`config.mk`:
```
export PLATFORM = sky130hd
export DESIGN_NAME = led_demux_scan_tx_flat
export DESIGN_NICKNAME = d
export VERILOG_FILES = /design/src/rtl/led_demux_scan_tx_if.sv /design/src/rtl/led_demux_scan_tx.sv /design/src/flat_wrapper.sv
export SDC_FILE = /design/constraint.sdc
export NUM_CORES = 1
export LEC_CHECK = 0
export BUFFER_PORTS_ARGS = -buffer_cell sky130_fd_sc_hd__buf_2
export CORE_UTILIZATION = 51
export DETAILED_ROUTE_END_ITERATION = 8
export GPL_ROUTABILITY_DRIVEN = 1
export PLACE_DENSITY = 0.71
export SLEW_MARGIN = 25
export SYNTH_ARGS = -nofsm -noshare
export SYNTH_HDL_FRONTEND = slang
export SYNTH_SLANG_ARGS = --single-unit
```
`constraint.sdc`:
```
create_clock -name clk -period 2.2 [get_ports clk]
set_clock_uncertainty 0.15 [all_clocks]
set_input_delay 0.44 -clock clk [delete_from_list [all_inputs] [get_ports clk]]
set_output_delay 0.44 -clock clk [all_outputs]
set_load 0.005 [all_outputs]
```
`src/rtl/led_demux_scan_tx_if.sv`:
```
`default_nettype none
// +----------------------------------------------------------------------+
// | led_demux_scan_tx_if                                                 |
// | Frame request and channel outputs between control and LED demux tx. |
// | Rev 1.0                                                              |
// +----------------------------------------------------------------------+
interface led_demux_scan_tx_if;
   logic       start;
   logic [7:0] data;
   logic [2:0] sel;
   logic       x;
   logic       valid;
   logic       busy;
   logic       done;

   modport master (
      output start,
      output data,
      input  sel,
      input  x,
      input  valid,
      input  busy,
      input  done
   );

   modport slave (
      input  start,
      input  data,
      output sel,
      output x,
      output valid,
      output busy,
      output done
   );
endinterface
`default_nettype wire

```
`src/rtl/led_demux_scan_tx.sv`:
```
`default_nettype none
// +----------------------------------------------------------------------+
// | led_demux_scan_tx                                                    |
// | Latches an 8-bit pattern and scans it out as (sel, x), ch 7 to 0.    |
// | Rev 1.0                                                              |
// +----------------------------------------------------------------------+
module led_demux_scan_tx #(
   parameter int DWELL = 4,
   parameter int CNT_W = 16
) (
   input  wire logic          clk,
   input  wire logic          rst,
   led_demux_scan_tx_if.slave bus
);

   typedef enum logic [1:0] {
      ST_IDLE = 2'd0,
      ST_SEND = 2'd1,
      ST_DONE = 2'd2
   } state_t;

   localparam logic [CNT_W-1:0] C_CNT_LAST = CNT_W'(DWELL - 1);

   state_t           r_state;
   logic [7:0]       r_shreg;
   logic [CNT_W-1:0] r_cnt;
   logic [2:0]       r_sel;
   logic             r_x;
   logic             r_valid;
   logic             r_busy;
   logic             r_done;
   logic [2:0]       w_sel_next;

   assign w_sel_next = r_sel - 3'd1;

   always_ff @(posedge clk or posedge rst) begin
      if (rst) begin
         r_state <= ST_IDLE;
         r_shreg <= 8'h00;
         r_cnt   <= '0;
         r_sel   <= 3'd0;
         r_x     <= 1'b0;
         r_valid <= 1'b0;
         r_busy  <= 1'b0;
         r_done  <= 1'b0;
      end else begin
         case (r_state)
            ST_IDLE: begin
               r_sel   <= 3'd0;
               r_x     <= 1'b0;
               r_valid <= 1'b0;
               r_busy  <= 1'b0;
               r_done  <= 1'b0;
               r_cnt   <= '0;
               if (bus.start) begin
                  r_shreg <= bus.data;
                  r_sel   <= 3'd7;
                  r_x     <= bus.data[7];
                  r_valid <= 1'b1;
                  r_busy  <= 1'b1;
                  r_state <= ST_SEND;
               end
            end
            ST_SEND: begin
               if (r_cnt == C_CNT_LAST) begin
                  r_cnt <= '0;
                  if (r_sel != 3'd0) begin
                     r_sel <= w_sel_next;
                     r_x   <= r_shreg[w_sel_next];
                  end else begin
                     // Frame finished: blank the demux and flag completion.
                     r_x     <= 1'b0;
                     r_valid <= 1'b0;
                     r_done  <= 1'b1;
                     r_state <= ST_DONE;
                  end
               end else begin
                  r_cnt <= r_cnt + 1'b1;
               end
            end
            ST_DONE: begin
               r_done  <= 1'b0;
               r_busy  <= 1'b0;
               r_state <= ST_IDLE;
            end
            default: begin
               r_sel   <= 3'd0;
               r_x     <= 1'b0;
               r_valid <= 1'b0;
               r_busy  <= 1'b0;
               r_done  <= 1'b0;
               r_state <= ST_IDLE;
            end
         endcase
      end
   end

   assign bus.sel   = r_sel;
   assign bus.x     = r_x;
   assign bus.valid = r_valid;
   assign bus.busy  = r_busy;
   assign bus.done  = r_done;

endmodule
`default_nettype wire

```
`src/flat_wrapper.sv`:
```
// flat-port wrapper written by rule: the top's interface ports become plain ports
module led_demux_scan_tx_flat 
#(
   parameter int DWELL = 4,
   parameter int CNT_W = 16
)
  (clk, rst, bus_start, bus_data, bus_sel, bus_x, bus_valid, bus_busy, bus_done);
  led_demux_scan_tx_if bus_i ();
  input  wire logic clk;
  input  wire logic rst;
  input wire logic [$bits(bus_i.start)-1:0] bus_start;
  input wire logic [$bits(bus_i.data)-1:0] bus_data;
  output wire logic [$bits(bus_i.sel)-1:0] bus_sel;
  output wire logic [$bits(bus_i.x)-1:0] bus_x;
  output wire logic [$bits(bus_i.valid)-1:0] bus_valid;
  output wire logic [$bits(bus_i.busy)-1:0] bus_busy;
  output wire logic [$bits(bus_i.done)-1:0] bus_done;
  assign bus_i.start = bus_start;
  assign bus_i.data = bus_data;
  assign bus_sel = bus_i.sel;
  assign bus_x = bus_i.x;
  assign bus_valid = bus_i.valid;
  assign bus_busy = bus_i.busy;
  assign bus_done = bus_i.done;
  led_demux_scan_tx #(.DWELL(DWELL), .CNT_W(CNT_W)) u_core (.clk(clk), .rst(rst), .bus(bus_i));
endmodule
```
# ---- Word level (Yosys, flattened, before mapping)
# Cells that the tools add are included.
dict set report word_totals {
  register_bits 33
  input_bits 11
  output_inout_bits 7
  word_cells 52
}
dict set report op_classes {
  n_addsub 2
  n_lt_le_gt_ge 1
  eq_ne 7
  muxes 24
  bitwise_logic 1
  reduce_logical 9
}
# op n
set ops {}
lappend ops {{$pmux 16 s2} 1}
lappend ops {{$add 16x1->16 const B} 1}
lappend ops {{$eq 16x2->1 const B} 1}
lappend ops {{$mux 16} 1}
lappend ops {{$mux 1} 10}
lappend ops {{$mux 3} 3}
lappend ops {{$pmux 3 s3} 1}
lappend ops {{$reduce_and 3->1} 3}
lappend ops {{$mux 2} 3}
lappend ops {{$pmux 1 s3} 2}
lappend ops {{$reduce_and 2->1} 3}
lappend ops {{$lt 3x4->1 const B} 1}
lappend ops {{$ne 2x1->1 const B} 2}
lappend ops {{$ne 2x2->1 const B} 2}
lappend ops {{$pmux 2 s2} 1}
lappend ops {{$bmux 1 s3} 1}
lappend ops {{$reduce_bool 3->1} 1}
lappend ops {{$sub 3x1->3 const B} 1}
lappend ops {{$eq 2x1->1 const B} 1}
lappend ops {{$eq 2x2->1 const B} 1}
lappend ops {{$logic_not 2->1} 1}
lappend ops {{$pmux 1 s2} 1}
lappend ops {{$reduce_bool 2->1} 1}
lappend ops {{$not 1->1} 1}

# ---- Logic depth before layout (Yosys ltp)
dict set report logic_depth {
  depth_word 6
  mapped_depth 8
  depth_no_buf 7
}

# ---- Worst setup path before layout
# No wires, ideal clock.
dict set report synth_timing {
  kind {flip-flop to flip-flop}
  start {reg u_core.r_cnt[0]}
  end {reg u_core.r_cnt[13]}
  setup_ns 0.082
  arrival_time_ns 1.684
  required_ns 1.968
  slack_ns 0.284
  path_stages_with_launch 9
  n_path_buf 2
  period_less_slack_ns 1.916
  path_cell_list {dfrtp_1 -> ha_1 -> nor4b_2 -> and4_1 -> buf_6 -> nor2_1 -> buf_4 -> a21oi_1 -> a31oi_1}
}
dict set report synth_via {
  elab_chain_len 3
  elab_cells_between_ends 4
  cone_classes {add/sub (1); eq/ne (1); mux (2)}
}
# item line
set synth_lines {}
lappend synth_lines {{start, declared} led_demux_scan_tx.sv:26} ;# logic [CNT_W-1:0] r_cnt;
lappend synth_lines {{start signal, assigned} led_demux_scan_tx.sv:78} ;# r_cnt <= r_cnt + 1'b1;
lappend synth_lines {{$add 16x1->16 or $eq 16x2->1 (tied branches)} {led_demux_scan_tx.sv:78, led_demux_scan_tx.sv:65}}
lappend synth_lines {{$mux 16 *} led_demux_scan_tx.sv:65} ;# if (r_cnt == C_CNT_LAST) begin
lappend synth_lines {{$pmux 16 s2 *} led_demux_scan_tx.sv:47} ;# case (r_state)
# Mark *: on every way between the ends. The rest lies on a longest branch, timed or not.
# A chain may end at the register's enable or synchronous reset.

# ---- Final worst setup path
dict set report layout_timing {
  start {reg u_core.r_cnt[0]}
  end {reg u_core.r_cnt[15]}
}
# Same word-level chain as after synthesis.

==> impl_metrics.ini <==
[status]
result_of_the_run = completed

[timing]
fmax_mhz = 487.7
slew-limit-headroom = 0.5905
setup_viol = 0
period_needed_ps = 2051
postLayoutSetupSlackWorst_ps = 149.5
maxSlewViolCount = 0
hold_slack_ps = 13.44
setup_tns_ps = 0
final_hold_viol_count = 0
grt_setup_unrepaired = no
finalCritPeriodShare = 0.9321
timing_worst_slew_pin_value_ps = 608.7

[place]
placement.setup.worst_slack_ps = -35.31
dp.final_hpwl_um = 2648
port_buffers = 17
placed_area_mm2 = 0.001877
gpl.final_weighted_congestion = 0.8479
post_place_cells = 241

[worst_setup_path]
r2r_slack_ps = 150
reg2reg_to = u_core.r_cnt[15]
worst_r2r_path_depth = 6
worst-endpoint-required_ps = 2310
cp.arrival_ps = 2160
path_cells = ha_1 > nor4b_2 > and4_1 > nor2_2 > a41oi_1 > a31oi_1
timing.critical_path.fanout_max = 14
critical_path.startpoint_type = register
critical_path.max_stage_delay_ps = 430
worst-setup-path-type = register to register
crit_slowest_cell = sky130_fd_sc_hd__dfrtp_1
setup.worst_path.end_class = register
critical_path.reg2reg.startpoint = u_core.r_cnt[0]

[floorplan]
placement_rows = 20
die_w_um = 60.02
die_area_mm2 = 0.003602
chip_height_um = 60.02
coreArea_mm2 = 0.003128
start_util = 0.5488
top_level_ports = 18

[clock_tree]
tritoncts = done
clk_transition_reported_paths_ps = 110
clock_tree.htree_level_count = 2
cts_root_buf = sky130_fd_sc_hd__clkbuf_4
clk_latency_ps = 340
cts.path.max_buffers = 2
cts.repair_timing.setup_buffer_count = 0
cts_num_sinks = 33
cts_inserted_buffers = 5
cts_hold_buf = 0
cts-resized-gates = 1

[power]
power.share.combinational = 0.440
power_report.internal_total_w = 0.001454
total_power_per_unit_cell_area_mw_per_mm2 = 1188
ir_drop_uv = 773.7
seq_power_share = 0.394
switching_share = 0.3731
p_leak_nw = 0.9049
clkPwrFrac = 0.167
p_switching_w = 0.0008652

[route]
vias_per_inst = 5.928
first_pass_iters = 4
routed_wirelength_um = 3702
wl_per_cell_um = 14.87
drt_drc_violations_left = 0
ant_nets_after_route = 0
detailroute.via_count = 1476
detail_route.iter0.violations = 76

[synth]
mappedNetlistNets = 192
syn_area_per_cell_um2 = 9.644
synth_seq_area_share = 0.4810
netlist-cell-type-count = 39
synthesis.area_mm2 = 0.001717
synth.ff_latch_count = 33
synth_enable_flop_cells = 0
synth_ff_type = sky130_fd_sc_hd__dfrtp_1
synth.yosys.warnings = 0
async_flop_share = 1.000
postSynthCellCount = 178

[run]
max_cap_violations = 0

[min_path]
hp-class = input pin to asynchronous set/reset pin

[global_routing]
initial_antenna_violation_count = 0
global_route.usage.total = 0.2424
grt_pass1_wl_um = 6348
grt_start_max_net_pins = 34
globalRouteOverflowTotal = 0
via_count_of_the_first_global_routing_pass = 1351

[cells_and_area]
drive_above_1_share = 0.2341
final_cell_count_no_fill = 249
n_antenna_cell = 0
syn2layout_area_growth_pct = 13.70
num-nets-final = 218
final_area_mm2 = 0.001952
==> power by group through the flow <==
stage | registers [W] | clock network [W] | logic, W
floorplan | 0.000905 | 0 | 0.000734
global placement | 0.000904 | 0 | 0.000969
detailed placement | 0.000923 | 0 | 0.00100
CTS | 0.000909 | 0.000401 | 0.00102
global route | 0.000932 | 0.000429 | 0.00114
finish | 0.000913 | 0.000387 | 0.00102
==> worst max path at each step <==
stage,from,endpoint,slack (ps),cells after the start
after floorplan,u_core.r_cnt[0],u_core.r_cnt[13],280,8
after global placement,u_core.r_cnt[0],u_core.r_cnt[15],30,6
after detailed placement,u_core.r_cnt[0],u_core.r_cnt[10],-40,6
after CTS,u_core.r_cnt[0],u_core.r_cnt[14],150,7
after global routing,u_core.r_cnt[0],u_core.r_cnt[15],0.9,6
final,u_core.r_cnt[0],u_core.r_cnt[15],150,6
==> stage by stage <==
stage / util / power, W
final: 0.6240 / 0.002319
after global routing: 0.6240 / 0.002499
after CTS: 0.6232 / 0.002328
after detailed placement: 0.6000 / 0.001927
after global placement: 0.6000 / 0.001873
after floorplan: - / 0.001639
==> sequential cells by signal (all words and copies together) (netlist names) <==
name              count
u_core.r_shreg        8
u_core.bus.x          1
u_core.bus.busy       1
u_core.bus.done       1
u_core.bus.sel        3
u_core.r_cnt         16
u_core.bus.valid      1
u_core.r_state        2
==> layer usage <==
metal	GRT usage	routed length (um)
met5	0	0
met4	0.1030	54
met3	0.04762	219
met2	0.3476	1720
met1	0.3563	1707
==> logic make-up after synthesis <==
logic type	after synthesis	share of synthesized area
simple gates	71	0.2070
compound gates	40	0.1472
flops	33	0.4810
buf+inv	16	0.04519
mux	11	0.07726
xor+xnor	4	0.02041
fa+ha+maj	3	0.02187
==> layout make-up <==
| class | instances | area, um2 |
|---|---|---|
| clock inverters | 1 | 5.005 |
| inverters | 10 | 37.54 |
| well taps | 44 | 55.05 |
| clock buffers | 7 | 65.06 |
| multi-input cells | 129 | 818.3 |
| repair buffers | 25 | 145.1 |
| fillers | 275 | 1176 |
| flip-flops and latches | 33 | 825.8 |
==> cells in the mapped netlist, types with 2 or more instances <==
library cell,n,area [um2]
sky130_fd_sc_hd__o311a_1,2,20.02
sky130_fd_sc_hd__nand2_1,19,71.32
sky130_fd_sc_hd__o21ai_0,16,80.08
sky130_fd_sc_hd__xnor2_1,3,26.28
sky130_fd_sc_hd__nand4_1,5,31.28
sky130_fd_sc_hd__a21oi_1,4,20.02
sky130_fd_sc_hd__a31oi_1,6,37.54
sky130_fd_sc_hd__mux2i_1,2,20.02
sky130_fd_sc_hd__buf_4,2,15.01
sky130_fd_sc_hd__mux2_2,8,90.09
sky130_fd_sc_hd__or3_1,2,12.51
sky130_fd_sc_hd__nor2_1,15,56.30
sky130_fd_sc_hd__inv_1,10,37.54
sky130_fd_sc_hd__ha_1,3,37.54
sky130_fd_sc_hd__nor2b_1,2,12.51
sky130_fd_sc_hd__a21o_1,5,37.54
sky130_fd_sc_hd__nor4_1,2,12.51
sky130_fd_sc_hd__buf_2,2,10.01
sky130_fd_sc_hd__nand3_1,11,55.05
sky130_fd_sc_hd__nor3_1,8,40.04
sky130_fd_sc_hd__dfrtp_1,33,825.8
==> critical path, delay by kind of cell, from the launching register on <==
kind | cells | cell delay (ps)
adder cells (fa/ha/maj) | 1 | 230
AO/OA/AOI/OAI | 2 | 370
AND/OR/NAND/NOR | 3 | 800
flip-flops | 1 | 430
==> layout by cell type (no fill, tap or decap), drive strengths merged, types with 2 or more instances in the layout <==
master,instances
a21oi,4
mux2,8
o311a,2
nand4,5
nand2,19
a21o,5
mux2i,2
nor2,15
clkbuf,7
or3,2
nor3,8
nor2b,2
nand3,11
nor4,3
inv,10
xnor2,3
o21ai,17
dfrtp,33
a31oi,6
ha,3
and2,2
buf,25
(Power assumes the default switching activity.)
